$ cat src/rtl/refresco_lcd.sv
// Framebuffer-to-LCD refresh engine: scans the 1 KiB framebuffer page by page and
// streams command and data bytes to a page-addressed SPI LCD controller (SPI mode 0).
module refresco_lcd #(
    parameter int CLK_DIV = 2,
    parameter int PAGES   = 8,
    parameter int COLS    = 128
) (
    input  logic       clk,
    input  logic       rst,
    input  logic       start,
    output logic       rd,
    output logic [9:0] addr_rd,
    input  logic [7:0] din,
    output logic       lcd_cs_n,
    output logic       lcd_dc,
    output logic       lcd_sclk,
    output logic       lcd_mosi,
    output logic       busy,
    output logic       done
);

    localparam int PW = (PAGES   > 1) ? $clog2(PAGES)   : 1;
    localparam int CW = (COLS    > 1) ? $clog2(COLS)    : 1;
    localparam int DW = (CLK_DIV > 1) ? $clog2(CLK_DIV) : 1;

    typedef enum logic [2:0] {IDLE, CMD_LOAD, SHIFT, FETCH, WAIT, END} state_t;

    state_t          state, next_state;
    logic [PW-1:0]   page;
    logic [CW-1:0]   col;
    logic [1:0]      cmd_idx;
    logic [7:0]      shreg;
    logic [2:0]      bit_cnt;
    logic [DW-1:0]   div_cnt;
    logic [7:0]      cmd_byte;
    logic            div_last, last_col, last_page, byte_end;

    assign div_last  = (int'(div_cnt) == CLK_DIV - 1);
    assign last_col  = (int'(col)  == COLS  - 1);
    assign last_page = (int'(page) == PAGES - 1);
    assign byte_end  = (state == SHIFT) && lcd_sclk && div_last && (bit_cnt == 3'd7);

    assign rd       = (state == FETCH);
    assign addr_rd  = 10'(int'(page) * COLS + int'(col));
    assign lcd_mosi = shreg[7];

    always_comb begin
        cmd_byte = 8'h00;
        case (cmd_idx)
            2'd0:    cmd_byte = 8'hB0 | 8'(page);
            2'd1:    cmd_byte = 8'h10;
            default: cmd_byte = 8'h00;
        endcase
    end

    always_ff @(posedge clk or posedge rst) begin
        if (rst) state <= IDLE;
        else     state <= next_state;
    end

    // lcd_dc doubles as "current byte is data" when choosing what follows a byte
    always_comb begin
        next_state = state;
        case (state)
            IDLE:     if (start) next_state = CMD_LOAD;
            CMD_LOAD: next_state = SHIFT;
            SHIFT: begin
                if (byte_end) begin
                    if (!lcd_dc)        next_state = (cmd_idx == 2'd0) ? FETCH : CMD_LOAD;
                    else if (!last_col) next_state = FETCH;
                    else if (!last_page) next_state = CMD_LOAD;
                    else                next_state = END;
                end
            end
            FETCH:    next_state = WAIT;
            WAIT:     next_state = SHIFT;
            END:      next_state = IDLE;
            default:  next_state = IDLE;
        endcase
    end

    always_ff @(posedge clk or posedge rst) begin
        if (rst) begin
            page     <= '0;
            col      <= '0;
            cmd_idx  <= '0;
            shreg    <= '0;
            bit_cnt  <= '0;
            div_cnt  <= '0;
            lcd_sclk <= 1'b0;
            lcd_dc   <= 1'b0;
            lcd_cs_n <= 1'b1;
            busy     <= 1'b0;
            done     <= 1'b0;
        end else begin
            done <= 1'b0;
            case (state)
                IDLE: begin
                    if (start) begin
                        lcd_cs_n <= 1'b0;
                        busy     <= 1'b1;
                    end
                end
                CMD_LOAD: begin
                    shreg    <= cmd_byte;
                    lcd_dc   <= 1'b0;
                    cmd_idx  <= (cmd_idx == 2'd2) ? 2'd0 : cmd_idx + 2'd1;
                    bit_cnt  <= '0;
                    div_cnt  <= '0;
                    lcd_sclk <= 1'b0;
                end
                WAIT: begin
                    shreg    <= din;
                    lcd_dc   <= 1'b1;
                    bit_cnt  <= '0;
                    div_cnt  <= '0;
                    lcd_sclk <= 1'b0;
                end
                SHIFT: begin
                    if (!div_last) begin
                        div_cnt <= div_cnt + DW'(1);
                    end else begin
                        div_cnt <= '0;
                        if (!lcd_sclk) begin
                            lcd_sclk <= 1'b1;
                        end else begin
                            lcd_sclk <= 1'b0;
                            shreg    <= {shreg[6:0], 1'b0};
                            bit_cnt  <= bit_cnt + 3'd1;
                            if (bit_cnt == 3'd7 && lcd_dc) begin
                                if (last_col) begin
                                    col  <= '0;
                                    page <= last_page ? '0 : page + PW'(1);
                                end else begin
                                    col  <= col + CW'(1);
                                end
                            end
                        end
                    end
                end
                END: begin
                    lcd_cs_n <= 1'b1;
                    busy     <= 1'b0;
                    done     <= 1'b1;
                end
                default: ;
            endcase
        end
    end

endmodule

$ cat config.mk
export PLATFORM = sky130hd
export DESIGN_NAME = refresco_lcd
export DESIGN_NICKNAME = d
export VERILOG_FILES = /design/src/rtl/refresco_lcd.sv
export SDC_FILE = /design/constraint.sdc
export NUM_CORES = 1
export LEC_CHECK = 0
export CAP_MARGIN = 5
export CORE_MARGIN = 2
export CORE_UTILIZATION = 45
export CTS_CLUSTER_DIAMETER = 60
export DETAILED_ROUTE_END_ITERATION = 12
export GPL_ROUTABILITY_DRIVEN = 0
export PLACE_DENSITY = 0.69
export SYNTH_ARGS = -nofsm -noshare
export SYNTH_HDL_FRONTEND = slang
export SYNTH_SLANG_ARGS = --single-unit
$ cat constraint.sdc
create_clock -name clk -period 2.2 [get_ports clk]
set_input_delay 0.55 -clock clk [delete_from_list [all_inputs] [get_ports clk]]
set_output_delay 0.55 -clock clk [all_outputs]
set_load 0.01 [all_outputs]
# Word level (Yosys, flattened, before mapping)
# Cells that the tools add are included.
# W data, S select, Z words.
# classes
n_addsub	6
eq_ne	14
muxes	28
n_reduce_logical	18
# op_table
operator	count
$mux W3	8
$pmux W8 S3	1
$mux W8	2
$pmux W8 S2	1
$pmux W3 S4	1
$add A10 B7 Y10	1
$pmux W1 S2	5
$eq A3 B3 Y1 const B	3
$ne A2 B2 Y1 const B	4
$add A7 B1 Y7 const B	1
$eq A7 B1 Y1 const B	1
$mux W7	1
$add A3 B1 Y3 const B	2
$eq A3 B1 Y1 const B	2
$eq A3 B2 Y1 const B	2
$mux W1	6
$pmux W3 S2	1
$reduce_and A2 Y1	3
$reduce_and A3 Y1	2
$reduce_bool A2 Y1	3
$reduce_and A5 Y1	1
$logic_and A1 B1 Y1	4
$mux W2	2
$reduce_and A4 Y1	1
other kinds (8)	8
# word_totals
reg_bits	32
out_inout_bits	17
elab_cells	78

# Logic depth before layout (Yosys ltp)
# Gate-level depths: netlist of the first run.
# depth
ltp_word	6
ltp_mapped	7
mapped_depth_nobuf	6

# Worst setup path after synthesis of the first run
# No wires, ideal clock.
# synth_timing
kind	register -> register
startpoint	register col[0]
endpoint	register page[0]
setup_time_ns	0.128
arrival_ns	1.497
path_slack_ns	0.576
path_stages_with_launch	6
path_buffers	0
cell_sequence	dfrtp_1 ha_1 and4_1 nand3_1 nor2_2 mux2_1
# synth_between
elab_chain_len	2
# synth_rtl
item	line_no	rtl
start: declaration	30	logic [CW-1:0] col;
start signal: assignment	135	col <= col + CW'(1);
$eq A7 B1 Y1	39	assign last_col = (int'(col) == COLS - 1);
$reduce_and A5 Y1 (no line)	-	
end signal: assignment	133	page <= last_page ? '0 : page + PW'(1);
end: declaration	29	logic [PW-1:0] page;
# No other way between the ends.
# A chain may end at the register's enable or synchronous reset.

# Worst setup path in the final report of the first run
# layout_timing
startpoint	register state[2]
endpoint	output port rd
# layout_between
elab_chain_len	1
# layout_rtl
item	line_no	rtl
start: declaration	28	state_t state, next_state;
start signal: assignment	58	else state <= next_state;
$eq A3 B2 Y1	43	assign rd = (state == FETCH);
end: declaration	11	output logic rd,
# No other way between the ends.

==> summary.txt, run 1 <==
STA
  – Fmax: 477 MHz
  – Worst slew pin tran: 0.594 ns
  – Worst rel slew slack: 60.4%
  – Final Max Tran Viols: 0
  – Fin. Hold Viols: 0
  – Finish-stage setup viols: 0
  – Tcrit/Tclk final: 95.2%
  – RSZ-0062 raised after global routing: false
  – Setup TNS: 0 ns
  – Worst clock skew: 0.0112 ns
  – Crit path time final: 2.10 ns
  – Setup WS post-layout: 0.105 ns

Pwr
  – Static Leak: 0.000976 uW
  – Pwr Density: 839 nW/um2
  – VDD IR max: 0.533 mV

Floorplanning
  – Initial Util: 46.1%
  – Row count: 22
  – Io pins: 28
  – Die ar.: 4200 um2
  – Core area: 3610 um2
  – Die X: 64.8 um
  – DIE HEIGHT: 64.8 um

Placement
  – Cell Count Post-Placement: 230
  – Port bufs: 27
  – Post-Place Setup Slack: 0.272 ns
  – HPWL after DPL: 2550 um

Critical path
  – WP data arrival: 1.55 ns
  – CP required: 1.65 ns
  – CP Launch Type: flip-flop
  – Crit end category: output port
  – Max FO, Critical Path: 5
  – WS Path Type: reg2out

Job
  – Max-cap violation count: 0

Routing
  – Vias per cell: 5.44
  – Antenna Nets Post-Route: 0
  – Via count: 1,310
  – Pre-antenna DRT Iters: 4
  – DR iter-0 viols: 95
  – Drc violations: 0
  – Wirelength, routed: 3680 um
  – Avg WL per Cell: 15.3 um

Yosys
  – Top FF cell, synth: dfrtp_1
  – FFs w/ async S/R, synth: 100%
  – Post-synthesis cell area: 1660 um2
  – Seq/Total Area, Yosys: 48.2%
  – Ys Warns: 0
  – Cells after Synth: 155
  – Complex-gate fraction of the synthesized area: 14.6%
  – Syn_nets: 171
  – Post-synth EDFFs: 0
  – Simple-gate share of the synthesized area: 17.1%
  – Mux contribution to synthesized area: 10.9%
  – Syn_area_per_cell: 10.7 um2
  – Adder-cell share of the synthesized area: 3.76%
  – Synth area leaders: dfrtp_1, mux2_4, nand2_1
  – Count of cell types in the netlist: 42
  – #FFs+latches synth: 32
  – Leading area contributor after synthesis: dfrtp_1
  – Post-Synth XOR/XNOR Area: 1.58%
  – Post-synth top area share: 46.6%
  – Largest family of logic cells by synthesized area: simple AND/OR/NAND/NOR gates

Global route
  – Total global-route track usage: 19.0%
  – Global route overflow: 0
  – Largest net degree at the start of global routing: 33
  – First-pass GRT wire length: 6160 um
  – Vias in the first global route: 1,344
  – Initial antenna violation count: 0

Final layout
  – Register area: 805 um2
  – Synthesis-to-layout area growth: 25.9%
  – Fin cells: 241
  – Multi-input gate area: 797 um2
  – Final Net Count: 208
  – Commonest non-fill, non-tap cell in the layout: dfrtp_1
  – Fillcell total: 324
  – Antenna cells: 0
  – Share of layout cells above drive strength 1: 16.6%
  – Most frequent cells in the layout: dfrtp_1, clkdlybuf4s50_1, nand2_1

CTS
  – CTS root buf: clkbuf_8
  – Clock buffer depth: 2
  – Clock sink count: 32
  – CTS H-tree lvls: 2
  – CTS tree: done
  – Num CTS Buffers: 5
  – CTS Hold Bufs: 0
  – Clock Latency Late Sink: 0.28 ns
  – Clock transition at path regs: 0.06 ns

Min path
  – Min-delay worst type: reg2reg

Status
  – Outcome: completed
## cell families after synthesis
logic type               after synthesis
multiplexers                          14
AND/OR/NAND/NOR                       53
adder cells (fa/ha/maj)                5
flip-flops                            32
XOR/XNOR                               3
buffers and inverters                 10
AO/OA/AOI/OAI                         38
## Yosys cell counts, types with 2 or more instances
cell / count
nand2_1: 19
o21ai_0: 13
nand2b_1: 3
a22o_1: 4
a21oi_1: 3
xnor2_1: 3
nor2_1: 7
buf_6: 2
mux2i_1: 2
nand3_1: 7
or2_2: 2
a22oi_1: 5
dfrtp_1: 31
o2bb2ai_1: 2
o22ai_1: 3
mux2_4: 7
a31oi_1: 3
mux2_2: 2
inv_1: 3
ha_1: 5
mux2_1: 3
buf_4: 3
and3_1: 4
## registers in the layout (all words and copies together) (netlist names)
register / cells
col: 7
page: 3
div_cnt: 1
done: 1
busy: 1
lcd_sclk: 1
cmd_idx: 2
shreg: 8
state: 3
bit_cnt: 3
lcd_cs_n: 1
lcd_dc: 1
## metal layers
layer | up-vias | global-route usage (%) | routed length (um)
met4 | 0 | 4.52 | 0
met5 | - | 0 | 0
li1 | 629 | - | -
met3 | 0 | 6.42 | 160
met1 | 647 | 24.5 | 1670
met2 | 34 | 30.9 | 1850
## power breakdown
| group | switching, uW | leakage [uW] | internal [uW] | total (uW) |
|---|---|---|---|---|
| registers | 101 | 0.000411 | 696 | 797 |
| clock network | 202 | 0.0000395 | 225 | 427 |
| logic | 250 | 0.000525 | 283 | 533 |
## cell type report
cell class | instances | share of cell area, %
Clock buffer | 8 | 3.82
Timing Repair Buffer | 36 | 16.1
Tap cell | 48 | 2.87
Multi-Input combinational cell | 113 | 38.1
Inverter | 4 | 0.717
Sequential cell | 32 | 38.4
## final timing paths
kind | start | endpoint | slack, ns | cells past startpoint
min in group asynchronous | rst | cmd_idx[0]$_DFFE_PP0P_ | 0.65 | 3
setup reg to reg | state[1]$_DFFE_PP0P_ | shreg[6]$_DFFE_PP0P_ | 0.23 | 5
setup / recovery | state[2]$_DFFE_PP0P_ | rd | 0.10 | 3
hold / removal | lcd_cs_n$_DFFE_PP1P_ | lcd_cs_n$_DFFE_PP1P_ | 0.50 | 2
max in group asynchronous | rst | lcd_cs_n$_DFFE_PP1P_ | 1.21 | 3
hold reg to reg | lcd_cs_n$_DFFE_PP1P_ | lcd_cs_n$_DFFE_PP1P_ | 0.50 | 2
## per-stage QoR
stage	hold WS (ns)	total power [uW]	util [%]	cell area [um2]
after detailed placement	0.492	1340	55.2	1990
after global placement	0.477	1310	55.2	1990
after floorplan	0.464	1160	-	1660
final	0.497	1760	58.1	2090
after CTS	0.501	1770	57.4	2070
after global routing	0.532	1880	58.1	2090
## worst max-delay path: stages (launching register included)
cell             delay, ns
dfrtp_2               0.44
nand2b_1              0.18
nor2_1                0.12
clkdlybuf4s50_1       0.54
## timing repair
action,4_1_cts,5_1_grt
setup endpoints to repair,1,1
gates cloned,0,0
resized for setup,1,1
buffers inserted,0,3
Note: power is estimated with default switching activity, not from simulation.
==> run 2: changes to the inputs <==
--- a/config.mk
+++ b/config.mk
@@ -12,6 +12,8 @@
 export DETAILED_ROUTE_END_ITERATION = 12
 export GPL_ROUTABILITY_DRIVEN = 0
 export PLACE_DENSITY = 0.69
+export REMOVE_ABC_BUFFERS = 1
+export SKIP_LAST_GASP = 1
 export SYNTH_ARGS = -nofsm -noshare
 export SYNTH_HDL_FRONTEND = slang
 export SYNTH_SLANG_ARGS = --single-unit
==> summary.txt, run 2 (synthesized netlist as in run 1, its figures left out) <==
CTS
  – Clock transition at path regs: 0.07 ns (about the same)
  – Clock buffer depth: 2 (unchanged)
  – Clock sink count: 32 (unchanged)
  – CTS root buf: clkbuf_8
  – Num CTS Buffers: 5 (unchanged)
  – CTS H-tree lvls: 2 (unchanged)
  – Clock Latency Late Sink: 0.28 ns (about the same)
  – CTS tree: done

STA
  – Fmax: 467 MHz (-2.2%)
  – RSZ-0062 raised after global routing: false
  – Worst clock skew: 0.00589 ns (-0.00528 ns)
  – Final Max Tran Viols: 0 (unchanged)
  – Worst slew pin tran: 0.594 ns (-0.000162 ns)
  – Setup TNS: 0 ns (unchanged)
  – Finish-stage setup viols: 0 (unchanged)
  – Setup WS post-layout: 0.0581 ns (-0.0467 ns)
  – Crit path time final: 2.14 ns (+0.0467 ns)
  – Worst rel slew slack: 60.4% (about the same)
  – Fin. Hold Viols: 0 (unchanged)
  – Hold Worst Slack: 0.498 ns (+0.000600 ns)
  – Tcrit/Tclk final: 97.4% (+2.1 points)

Final layout
  – Reg with most FFs: shreg
  – Share of layout cells above drive strength 1: 15.9% (-0.71 points)
  – Final instance area: 2080 um2 (-0.48%)
  – Commonest non-fill, non-tap cell in the layout: dfrtp_1
  – Synthesis-to-layout area growth: 25.3%
  – Max reg flops: 8 (unchanged)
  – Antenna cells: 0 (unchanged)
  – Largest registers: shreg (8), col (7)
  – Most frequent cells in the layout: dfrtp_1, clkdlybuf4s50_1, nand2_1
  – Final Net Count: 204 (-1.9%)

Floorplanning
  – Core area: 3610 um2 (unchanged)
  – Die ar.: 4200 um2 (unchanged)
  – Die X: 64.8 um (unchanged)
  – Io pins: 28 (unchanged)
  – Initial Util: 46.1% (unchanged)
  – DIE HEIGHT: 64.8 um (unchanged)
  – Row count: 22 (unchanged)

Critical path
  – Slowest-stage cell, CP: clkdlybuf4s50_1
  – Max FO, Critical Path: 11 (+6)
  – Crit end category: output port
  – CP required: 1.65 ns (about the same)
  – WP data arrival: 1.59 ns (+0.04 ns)
  – Worst Reg-to-Reg Cells: 4 (-1)
  – R2r setup slk: 0.32 ns (+0.09 ns)
  – WS Path Type: reg2out
  – Worst path cell trace: nand2b_1 -> nor2_1 -> clkdlybuf4s50_1
  – Worst path max stage delay: 0.54 ns (about the same)
  – R2r startpoint: state[1]$_DFFE_PP0P_
  – CP Launch Type: flip-flop
  – Reg2Reg Capture Point: shreg[6]$_DFFE_PP0P_

Routing
  – Wirelength, routed: 3610 um (-2.0%)
  – Avg WL per Cell: 15.2 um (-0.38%)
  – Antenna Nets Post-Route: 0 (unchanged)
  – Vias per cell: 5.56 (+2.3%)
  – DR iter-0 viols: 98 (+3.2%)
  – Via count: 1,318 (+0.61%)
  – Pre-antenna DRT Iters: 4 (unchanged)
  – Drc violations: 0 (unchanged)

Min path
  – WHS Path Cells: 2 (unchanged)
  – Hold Startpoint: lcd_cs_n$_DFFE_PP1P_
  – Min-delay worst type: reg2reg
  – Hold Path Sink: lcd_cs_n$_DFFE_PP1P_

Placement
  – Port bufs: 27 (unchanged)
  – Post-Place Setup Slack: 0.273 ns (+0.000712 ns)
  – HPWL after DPL: 2520 um (-0.95%)
  – DP Area: 1980 um2 (-0.38%)

Status
  – Outcome: completed

Global route
  – Vias in the first global route: 1,301 (-3.2%)
  – Global route overflow: 0 (unchanged)
  – Initial antenna violation count: 0 (unchanged)
  – First-pass GRT wire length: 5950 um (-3.4%)
  – Total global-route track usage: 18.8% (-0.29 points)
  – Largest net degree at the start of global routing: 33 (unchanged)

Pwr
  – Pwr Density: 876 nW/um2 (+4.4%)
  – VDD IR max: 0.407 mV (-24%)
  – Power, Total: 1830 uW (+3.9%)
  – Static Leak: 0.000971 uW (-0.47%)

Job
  – Max-cap violation count: 0 (unchanged)
[run 2: cell count changes in the layout (fill, tap and decap cells not counted), sizes merged]
cell / delta
buf: -4
[run 2: layout make-up]
type / instances / area, um2
multi-input cells: 113 / 797
repair buffers: 32 / 308
flip-flops and latches: 32 / 805
clock buffers: 8 / 100
well taps: 48 / 60.1
inverters: 4 / 15.0
fillers: 315 / 1520
[run 2: timing repair]
item | in CTS | in global routing
setup endpoints to repair | 1 | 1
buffers inserted | 0 | 0
hold buffers | 0 | 0
resized for setup | 1 | 1
[run 2: stage by stage]
step	util [%]	cells
6_report	57.8	237
5_1_grt	57.8	237
4_1_cts	57.8	237
3_5_place_dp	55.0	229
3_3_place_gp	55.0	229
2_1_floorplan	-	149
[run 2: how the worst max path moves through the flow]
stage	from	to	slack [ns]	cells after the start
2_1_floorplan	state[1]$_DFFE_PP0P_	shreg[0]$_DFFE_PP0P_	0.37	4
3_3_place_gp	state[1]$_DFFE_PP0P_	shreg[6]$_DFFE_PP0P_	0.34	4
3_5_place_dp	state[1]$_DFFE_PP0P_	shreg[6]$_DFFE_PP0P_	0.27	4
4_1_cts	state[2]$_DFFE_PP0P_	rd	0.03	3
5_1_grt	state[2]$_DFFE_PP0P_	rd	0.02	3
6_report	state[2]$_DFFE_PP0P_	rd	0.06	3
[run 2: per-layer routing]
metal	wire length, um	vias to the layer above	global-route usage, %
met5	0	-	0
met1	1620	634	23.9
li1	-	625	-
met2	1700	52	29.8
met4	46	0	6.65
met3	243	7	6.25
[run 2: power by group]
group | switching [uW] | internal, uW | total, uW | leakage [uW]
registers | 105 | 696 | 801 | 0.000411
logic | 245 | 279 | 524 | 0.000508
clock network | 216 | 285 | 501 | 0.0000515
total | 566 | 1260 | 1830 | 0.000971
[run 2: critical path, delay by kind of cell (launching register included)]
family | cells | cell delay (ns)
DFF | 1 | 0.47
and+or+nand+nor | 2 | 0.30
buffers and inverters | 1 | 0.54
